==> config.mk <==
export PLATFORM = sky130hd
export DESIGN_NAME = div14_restoring_flat
export DESIGN_NICKNAME = d
export VERILOG_FILES = /design/src/rtl/div14_restoring_if.sv /design/src/rtl/div14_restoring.sv /design/src/flat_wrapper.sv
export SDC_FILE = /design/constraint.sdc
export NUM_CORES = 1
export LEC_CHECK = 0
export CAP_MARGIN = 20
export CORE_MARGIN = 2
export CORE_UTILIZATION = 54
export DETAILED_ROUTE_END_ITERATION = 7
export HOLD_SLACK_MARGIN = 0.06
export PLACE_DENSITY_LB_ADDON = 0.05
export SETUP_SLACK_MARGIN = 0.05
export SLEW_MARGIN = 20
export SYNTH_ARGS = -nofsm -noshare
export SYNTH_HDL_FRONTEND = slang
export SYNTH_SLANG_ARGS = --single-unit
==> constraint.sdc <==
create_clock -name i_clk -period 2.7 [get_ports i_clk]
set_input_delay 0.405 -clock i_clk [delete_from_list [all_inputs] [get_ports i_clk]]
set_output_delay 0.405 -clock i_clk [all_outputs]
set_load 0.01 [all_outputs]
==> src/rtl/div14_restoring_if.sv <==
// rtl/div14_restoring_if.sv - start/done request and result bundle for div14_restoring
interface div14_restoring_if #(
  parameter int N = 14
);
  logic         start;
  logic [N-1:0] dividend;
  logic [N-1:0] divisor;
  logic         busy;
  logic         done;
  logic [N-1:0] quotient;
  logic [N-1:0] remainder;
  logic         div_by_zero;

  modport master (
    output start, dividend, divisor,
    input  busy, done, quotient, remainder, div_by_zero
  );

  modport slave (
    input  start, dividend, divisor,
    output busy, done, quotient, remainder, div_by_zero
  );
endinterface

==> src/rtl/div14_restoring.sv <==
// rtl/div14_restoring.sv - sequential restoring divider, one quotient bit per clock
// Results (quotient/remainder/div_by_zero) only change on entry to DONE or on reset.
module div14_restoring #(
  parameter int N = 14
) (
  input logic               i_clk,
  input logic               i_rst,
  div14_restoring_if.slave  bus
);
  localparam int CW = (N > 1) ? $clog2(N) : 1;

  typedef enum logic [1:0] {
    S_IDLE = 2'd0,
    S_RUN  = 2'd1,
    S_DONE = 2'd2
  } state_t;

  state_t          r_state;
  state_t          w_state_next;

  logic [N-1:0]    r_quo_work;
  // Partial remainder stays below the divisor after every step, so its top
  // bit is always zero and only N bits are kept.
  logic [N-1:0]    r_rem_work;
  logic [N-1:0]    r_div;
  logic [CW-1:0]   r_count;

  logic            r_busy;
  logic            r_done;
  logic [N-1:0]    r_quotient;
  logic [N-1:0]    r_remainder;
  logic            r_dbz;

  logic [N:0]      w_shift;
  logic [N:0]      w_trial;
  logic            w_fits;
  logic [N-1:0]    w_rem_iter;
  logic [N-1:0]    w_quo_iter;
  logic            w_last;
  logic            w_div_zero;

  always_comb begin
    w_shift    = {r_rem_work, r_quo_work[N-1]};
    w_trial    = w_shift - {1'b0, r_div};
    w_fits     = ~w_trial[N];
    w_rem_iter = w_fits ? w_trial[N-1:0] : w_shift[N-1:0];
    w_quo_iter = {r_quo_work[N-2:0], w_fits};
    w_last     = (r_count == CW'(N - 1));
    w_div_zero = (bus.divisor == '0);
  end

  always_comb begin
    w_state_next = r_state;
    case (r_state)
      S_IDLE: begin
        if (bus.start) begin
          w_state_next = w_div_zero ? S_DONE : S_RUN;
        end
      end
      S_RUN: begin
        if (w_last) begin
          w_state_next = S_DONE;
        end
      end
      S_DONE:  w_state_next = S_IDLE;
      default: w_state_next = S_IDLE;
    endcase
  end

  always_ff @(posedge i_clk) begin
    if (i_rst) begin
      r_state <= S_IDLE;
    end else begin
      r_state <= w_state_next;
    end
  end

  always_ff @(posedge i_clk) begin
    if (i_rst) begin
      r_quo_work  <= '0;
      r_rem_work  <= '0;
      r_div       <= '0;
      r_count     <= '0;
      r_busy      <= 1'b0;
      r_done      <= 1'b0;
      r_quotient  <= '0;
      r_remainder <= '0;
      r_dbz       <= 1'b0;
    end else begin
      r_busy <= (w_state_next == S_RUN);
      r_done <= (w_state_next == S_DONE);
      case (r_state)
        S_IDLE: begin
          if (bus.start) begin
            r_quo_work <= bus.dividend;
            r_div      <= bus.divisor;
            r_rem_work <= '0;
            r_count    <= '0;
            if (w_div_zero) begin
              r_quotient  <= '1;
              r_remainder <= bus.dividend;
              r_dbz       <= 1'b1;
            end
          end
        end
        S_RUN: begin
          r_quo_work <= w_quo_iter;
          r_rem_work <= w_rem_iter;
          r_count    <= r_count + CW'(1);
          // Final iteration publishes the freshly computed bit straight to the outputs.
          if (w_last) begin
            r_quotient  <= w_quo_iter;
            r_remainder <= w_rem_iter;
            r_dbz       <= 1'b0;
          end
        end
        default: ;
      endcase
    end
  end

  assign bus.busy        = r_busy;
  assign bus.done        = r_done;
  assign bus.quotient    = r_quotient;
  assign bus.remainder   = r_remainder;
  assign bus.div_by_zero = r_dbz;
endmodule
==> src/flat_wrapper.sv <==
// flat-port wrapper written by rule: the top's interface ports become plain ports
module div14_restoring_flat 
#(
  parameter int N = 14
)
  (i_clk, i_rst, bus_start, bus_dividend, bus_divisor, bus_busy, bus_done, bus_quotient, bus_remainder, bus_div_by_zero);
  div14_restoring_if #(.N(N)) bus_i ();
  input logic i_clk;
  input logic i_rst;
  input wire logic [$bits(bus_i.start)-1:0] bus_start;
  input wire logic [$bits(bus_i.dividend)-1:0] bus_dividend;
  input wire logic [$bits(bus_i.divisor)-1:0] bus_divisor;
  output wire logic [$bits(bus_i.busy)-1:0] bus_busy;
  output wire logic [$bits(bus_i.done)-1:0] bus_done;
  output wire logic [$bits(bus_i.quotient)-1:0] bus_quotient;
  output wire logic [$bits(bus_i.remainder)-1:0] bus_remainder;
  output wire logic [$bits(bus_i.div_by_zero)-1:0] bus_div_by_zero;
  assign bus_i.start = bus_start;
  assign bus_i.dividend = bus_dividend;
  assign bus_i.divisor = bus_divisor;
  assign bus_busy = bus_i.busy;
  assign bus_done = bus_i.done;
  assign bus_quotient = bus_i.quotient;
  assign bus_remainder = bus_i.remainder;
  assign bus_div_by_zero = bus_i.div_by_zero;
  div14_restoring #(.N(N)) u_core (.i_clk(i_clk), .i_rst(i_rst), .bus(bus_i));
endmodule
==> qor_table.md, run 1 <==
| Result | This run |
| --- | --- |
| Status | completed |
| Startpoint type of the worst setup path | flip-flop |
| GR peak layer | met2 |
| Sum of negative setup slack | 0 ns |
| Count of max-cap constraint violations | 0 |
| Global-route usage over all layers | 26.9% |
| Worst stage delay on the critical path | 0.39 ns |
| Met1 usage in global routing | 36.0% |
| Number of DRC markers in iteration 0 | 193 |
| RR Endpoint | u_core.bus.remainder[10] |
| Latest clock arrival within the worst-skew pair | 0.36 ns |
| Worst min path class | reg -> reg |
| Number of nets still failing antenna checks after routing | 0 |
| Slowest library cell on the worst path | fa_2 |
| Fraction of final layout cells sized beyond drive strength 1 | 11.4% |
| Yosys reg bits | 79 |
| Lkg Pwr | 1.91 nW |
| Worst slew slack as a fraction of its limit | 57.2% |
| Final hold slack | 0.458 ns |
| Synthesis-to-finish area growth | 25.7% |
| Ordered list of cells on the worst path | inv_1 > ha_2 > fa_2 > nor2b_4 > o2111ai_4 > a211oi_4 > buf_4 > o31a_4 > nand2_2 > o211a_1 > o31ai_1 |
| Power per cell area | 702 mW/mm^2 |
| Detailed placement HPWL | 8110 microns |
| CTS tree | yes |
| Highest ir drop seen on vdd | 0.392 mV |
| Vertical die dimension | 90.8 microns |
| Synth top area cells | dfxtp_1 (39%), nor2_1 (6.3%), ha_1 (4.9%), nand2_1 (4.9%), o21ai_0 (4.2%) |
| CTS clock-pin slew for the worst setup and hold paths | 0.09 ns |
| Total length of routed wires | 10,900 microns |
| Critical path data arrival time | 2.79 ns |
| Net count of the finished layout | 613 |
| Area post-placement | 0.00479 sq mm |
| Worst reg2reg startpoint | u_core.r_quo_work[13] |
| Clock group share of total power | 27.9% |
| Worst clock skew on the final layout | 0.0132 ns |
| RSZ-0062 raised after global routing | true |
| Starting density of the core | 55.8% |
| Sum of overflow across all layers after global routing | 0 |
| H-tree depth | 3 |
| Time the final worst path needs with I/O delays and setup | 2.51 ns |
| Area inside the core boundary | 0.00729 sq mm |
| Number of flops mapped to enable cells by yosys | 0 |
| Post-detailed-route wirelength per cell | 16.2 microns |
| Total standard cell area after synthesis | 0.00407 sq mm |
| Number of buffers added on ports | 61 |
| Reg2reg path depth | 11 |
| Critical path peak fanout | 8 |
| Most used flip-flop cell after synthesis | dfxtp_1 |
| Worst setup slack for register-to-register paths | 0.19 ns |
| Fmax | 398 MHz |
| Timing startpoint of the critical path | u_core.r_quo_work[13] |
| Num ports | 62 |
| Sequential element share of the synthesized area | 38.8% |
| Transition time at the pin with the least slew margin | 0.640 ns |
| Clock Root Buffer | clkbuf_8 |
| Horizontal extent of the die | 90.8 microns |
| Synth cell types | 61 |
| Drt pass-1 iters | 5 |
| Count of endpoints failing hold in the final timing report | 0 |
| Share of the synthesized area in the top cell type | 38.8% |
| Synth Warn # | 0 |
| Top cell types by occurrence after synthesis | dfxtp_1 (79), nor2_1 (68), nand2_1 (53) |
| Number of buffers created by CTS | 9 |
| Pin count of the biggest net entering global routing | 37 |
| Net switching power figure | 0.00127 W |
| Via-to-Cell Ratio | 5.83 |
| Crit path capture | u_core.bus.remainder[10] |
| Share of power burned in combinational logic | 36.5% |
| Nature of the critical path endpoint | flip-flop |
| Initial antenna violation count | 0 |
| Number of clock sinks seen by CTS | 79 |
| Power share of the sequential group | 35.7% |
| Synthesized net count | 552 |
| Final Instance Area | 0.00512 sq mm |
| Post-route clock period utilization | 93.1% |
| Syn Area/Cell | 8.08 sq um |
| Via count of the first global-routing pass | 3,688 |
| Internal | 0.00232 W |
| Most frequent cell after synthesis | dfxtp_1 |
| Post-cts hold buffer count | 0 |
| Met3 track demand over resource in global routing | 5.68% |
| Number of buffers on the longest clock path | 2 |
| Vias | 3,900 |
| Critical Path RT | 2.97 ns |
| Die footprint | 0.00825 sq mm |
| Global routing usage on met2 | 43.9% |
| CP Class | reg -> reg |
| Cell type with the highest aggregate area in the netlist | dfxtp_1 |
| Async S/R FF share, synth | 0% |
| Number of fill cells in the layout | 651 |
| FP Rows | 31 |
| Remaining DRCs | 0 |
| Number of setup violations in the final report | 0 |
| Slew Viols, Final | 0 |
| Wire length of the first global-routing pass | 18,000 microns |
| Number of antenna diodes | 0 |
| Switching share of power | 35.4% |
| Post-synthesis instance total | 504 |
| Routability cong. | 0.856 |
## flip-flops by register name (all words and copies together) (netlist names)
register / flops
u_core.bus.div_by_zero: 1
u_core.bus.done: 1
u_core.r_state: 2
u_core.bus.busy: 1
u_core.bus.remainder: 14
u_core.r_div: 14
u_core.r_quo_work: 14
u_core.r_count: 4
u_core.r_rem_work: 14
u_core.bus.quotient: 14
## stage by stage
| step | total power [W] | util, % | std cells | worst slack [ns] |
|---|---|---|---|---|
| after floorplan | 0.00222 | - | 504 | 0.260 |
| after global placement | 0.00246 | 65.6 | 648 | 0.143 |
| after detailed placement | 0.00248 | 65.6 | 648 | 0.0243 |
| after CTS | 0.00349 | 69.2 | 666 | 0.0606 |
| after global routing | 0.00379 | 70.2 | 669 | 0.0424 |
| final | 0.00359 | 70.2 | 669 | 0.187 |
## worst min-delay path by stage
stage,start,end,slack (ns),depth (start not counted)
floorplan,u_core.r_div[10],u_core.r_div[10],0.44,2
CTS,u_core.r_div[12],u_core.r_div[12],0.46,2
global route,u_core.r_div[13],u_core.r_div[13],0.48,2
finish,u_core.r_div[12],u_core.r_div[12],0.46,2
detailed placement,u_core.r_div[12],u_core.r_div[12],0.45,2
global placement,u_core.r_div[7],u_core.r_div[7],0.44,2
## cells by family after synthesis
family          synth area share [%]
simple gates                    21.9
xor+xnor                        1.94
mux                            0.246
compound gates                  25.8
buf+inv                         5.87
fa+ha+maj                       5.41
flops                           38.8
## critical path, delay by kind of cell, from the launching register on
family / cells / cell delay (ns)
AO/OA/AOI/OAI: 5 / 1.06
adder cells (fa/ha/maj): 2 / 0.57
buffers and inverters: 2 / 0.21
flip-flops: 1 / 0.33
AND/OR/NAND/NOR: 2 / 0.25
## cell type report
class	count	area, sq um	share of cell area [%]
Clock buffer	9	124	2.42
Clock inverter	7	103	2.00
Inverter	25	93.8	1.83
Multi-Input combinational cell	370	2330	45.6
Sequential cell	79	1580	30.9
Tap cell	99	124	2.42
Timing Repair Buffer	80	761	14.9
## power by group through the flow
stage / combinational, W / sequential [W] / clock [W]
after detailed placement: 0.00117 / 0.00131 / 0
after global routing: 0.00143 / 0.00129 / 0.00107
after floorplan: 0.000936 / 0.00129 / 0
final: 0.00131 / 0.00128 / 0.00100
after global placement: 0.00115 / 0.00130 / 0
after CTS: 0.00120 / 0.00128 / 0.00101
## cell usage in the layout, fill, tap and decap left out, drive strengths merged, types with 20 or more instances in the layout
cell type	Yosys	layout
buf	5	20
nand2	53	53
inv	25	28
dfxtp	79	79
a211oi	21	21
clkdlybuf4s50	0	60
a21oi	33	33
nand3	23	23
nor2	69	69
o21ai	34	34
## what timing repair did
item                                    4_1_cts  5_1_grt
pin swaps                                     3        8
cloned                                        0        1
endpoints found under the setup margin        6       24
setup buffers                                 2        2
resized for setup                             3       10
## per-layer routing
layer  vias up  share of wire (%)  wire, microns
li1       1926                  -              -
met1      1824                 45           4840
met2       128                 47           5160
met3        22                6.1            665
met4         0                1.9            204
met5         -                  0              0
No activity file was read; power rests on OpenSTA's default activity.
==> inputs of run 2 (changes only) <==
CTS_CLUSTER_DIAMETER = 150   (was unset)
clock period = 2.4 ns   (was 2.7 ns; I/O delays follow)
==> run 2 against run 1 <==
Net effect:
- count of clock-buffer cells in the layout unchanged
- critical endpoint is now u_core.bus.remainder[8]
- flip-flop and latch count is the same
- sequential power increased by 12%
- routed wire length increased by 7.8%
- utilization grew 4.4 points
- via count increased by 4.5%
- fmax grew 0.65%
- die area did not move
- global-route usage grew 1.2 points
- worst hold slack better by 0.0016 ns
- the flow now finishes with violations (negative setup slack)
- clock skew decreased by 0.0043 ns
==> qor_table.md, run 2 (synthesis results as in run 1) <==
| Result | This run | Delta |
| --- | --- | --- |
| Area of all sequential standard cells | 0.00158 sq mm | about the same |
| Worst slew slack as a fraction of its limit | 57.2% | about the same |
| Number of buffers created by CTS | 9 | unchanged |
| CTS clock-pin slew for the worst setup and hold paths | 0.09 ns | about the same |
| Latest clock arrival within the worst-skew pair | 0.36 ns | about the same |
| Critical Path RT | 2.62 ns | was 2.97 ns |
| Number of DRC markers in iteration 0 | 291 | was 193 |
| Worst setup slack for register-to-register paths | -0.1 ns | was 0.19 ns |
| Number of buffers on the longest clock path | 2 | unchanged |
| Number of nets still failing antenna checks after routing | 0 | unchanged |
| Vertical die dimension | 90.8 microns | unchanged |
| Final Instance Area | 0.00544 sq mm | was 0.00512 sq mm |
| Area inside the core boundary | 0.00729 sq mm | unchanged |
| Lkg Pwr | 2.03 nW | was 1.91 nW |
| Post-route clock period utilization | 104% | was 93.1% |
| RSZ-0062 raised after global routing | true | unchanged |
| Wire length of the first global-routing pass | 18,600 microns | was 18,000 microns |
| Number of clock sinks seen by CTS | 79 | unchanged |
| Post-route worst setup slack | -0.0970 ns | was 0.187 ns |
| Area post-placement | 0.00495 sq mm | was 0.00479 sq mm |
| Violations in the final reports | negative setup slack |  |
| Synthesis-to-finish area growth | 33.6% | was 25.7% |
| H-tree depth | 3 | unchanged |
| Num ports | 62 | unchanged |
| Die footprint | 0.00825 sq mm | unchanged |
| Critical path peak fanout | 8 | unchanged |
| Post-detailed-route wirelength per cell | 17.1 microns | was 16.2 microns |
| Detailed placement HPWL | 8090 microns | was 8110 microns |
| Time the final worst path needs with I/O delays and setup | 2.50 ns | was 2.51 ns |
| Worst clock skew on the final layout | 0.00894 ns | was 0.0132 ns |
| Initial antenna violation count | 0 | unchanged |
| Most common library cell in the layout ignoring fill and taps | dfxtp_1 | unchanged |
| Fmax | 400 MHz | was 398 MHz |
| Remaining DRCs | 0 | unchanged |
| Number of buffers added on ports | 61 | unchanged |
| Via count of the first global-routing pass | 3,839 | was 3,688 |
| Clock Root Buffer | clkbuf_8 | unchanged |
| Via-to-Cell Ratio | 5.94 | was 5.83 |
| Count of endpoints failing hold in the final timing report | 0 | unchanged |
| Critical path data arrival time | 2.71 ns | was 2.79 ns |
| Total area of multi-input combinational cells | 0.00251 sq mm | was 0.00233 sq mm |
| Startpoint type of the worst setup path | flip-flop | unchanged |
| Total length of routed wires | 11,700 microns | was 10,900 microns |
| Top library cells by usage in the layout, fill and taps aside | dfxtp_1 (77), nor2_1 (66), clkdlybuf4s50_1 (60), nand2_1 (51), a21oi_1 (31) | was dfxtp_1 (79), nor2_1 (68), clkdlybuf4s50_1 (60), nand2_1 (52), o21ai_0 (34) |
| Status | finished with violations | was completed |
| Horizontal extent of the die | 90.8 microns | unchanged |
| Vias | 4,074 | was 3,900 |
| Starting density of the core | 55.8% | unchanged |
| Worst min path class | reg -> reg | unchanged |
| Sum of negative setup slack | -0.623 ns | was 0 ns |
| Fraction of final layout cells sized beyond drive strength 1 | 18.9% | was 11.4% |
| FP Rows | 31 | unchanged |
| Highest ir drop seen on vdd | 0.466 mV | was 0.392 mV |
| Number of antenna diodes | 0 | unchanged |
| Power per cell area | 813 mW/mm^2 | was 702 mW/mm^2 |
| Number of fill cells in the layout | 601 | was 651 |
| Slew Viols, Final | 0 | unchanged |
| Net count of the finished layout | 630 | was 613 |
| CP Class | reg -> reg | unchanged |
| Count of max-cap constraint violations | 0 | unchanged |
| Transition time at the pin with the least slew margin | 0.641 ns | was 0.640 ns |
| Post-cts hold buffer count | 0 | unchanged |
| Drt pass-1 iters | 4 | was 5 |
| Number of setup violations in the final report | 13 | was 0 |
| Nature of the critical path endpoint | flip-flop | unchanged |
| Pin count of the biggest net entering global routing | 58 | was 37 |
| Sum of overflow across all layers after global routing | 0 | unchanged |
| Global-route usage over all layers | 28.2% | was 26.9% |
| Routability cong. | 0.811 | was 0.856 |
| CTS tree | yes | unchanged |
-- run 2: cell count changes in the layout (fill, tap and decap cells not counted), sizes merged --
| cell | delta |
|---|---|
| clkinvlp | +1 |
| bufinv | -1 |
| buf | +17 |
| inv | +1 |
| clkinv | -1 |
-- run 2: per-layer routing --
layer	global-route usage [%]	wire (microns)
met1	37.5	5140
met2	47.2	5700
met3	3.92	571
met4	9.09	301
met5	0	0
-- run 2: metrics by stage --
step	util, %	cells	power (W)	hold WS, ns	setup slack (ns)
6_report	74.6	686	0.00442	0.459	-0.0970
5_1_grt	74.6	686	0.00462	0.487	-0.232
4_1_cts	72.0	683	0.00414	0.463	-0.0354
3_5_place_dp	67.9	664	0.00297	0.450	-0.107
3_3_place_gp	67.9	664	0.00294	0.443	-0.0495
2_1_floorplan	-	504	0.00252	0.436	0.0561
-- run 2: where the power goes --
group	internal, W	switching, W
sequential	0.00138	0.0000613
combinational	0.000863	0.00104
clock	0.000505	0.000570
total	0.00275	0.00167
-- run 2: final timing paths --
check,end,from,depth (start not counted)
worst max-delay path,u_core.bus.remainder[8],u_core.r_quo_work[13],11
worst min register to register,u_core.r_div[11],u_core.r_div[11],2
worst max register to register,u_core.bus.remainder[8],u_core.r_quo_work[13],11
worst min-delay path,u_core.r_div[11],u_core.r_div[11],2
-- run 2: final cells by class --
class | instances | area share [%]
well taps | 99 | 2.28
clock inverters | 7 | 1.59
flip-flops and latches | 79 | 29.1
inverters | 25 | 1.73
repair buffers | 97 | 16.9
multi-input cells | 370 | 46.1
clock buffers | 9 | 2.28
-- run 2: worst max-delay path: stages, from the launching register on --
cell and delay [ns]:
dfxtp_2 0.34, inv_2 0.04, ha_4 0.15, fa_2 0.36, nor2b_4 0.17, o2111ai_4 0.14, a211oi_4 0.27, buf_6 0.16
o31ai_4 0.09, nor2_4 0.25, mux2i_2 0.27, o32ai_1 0.12
-- run 2: repair_timing --
action | in CTS | in global routing
endpoints found under the setup margin | 29 | 30
buffers inserted | 2 | 3
pin swaps | 9 | 15
gates cloned | 1 | 0
gates resized for setup | 16 | 46
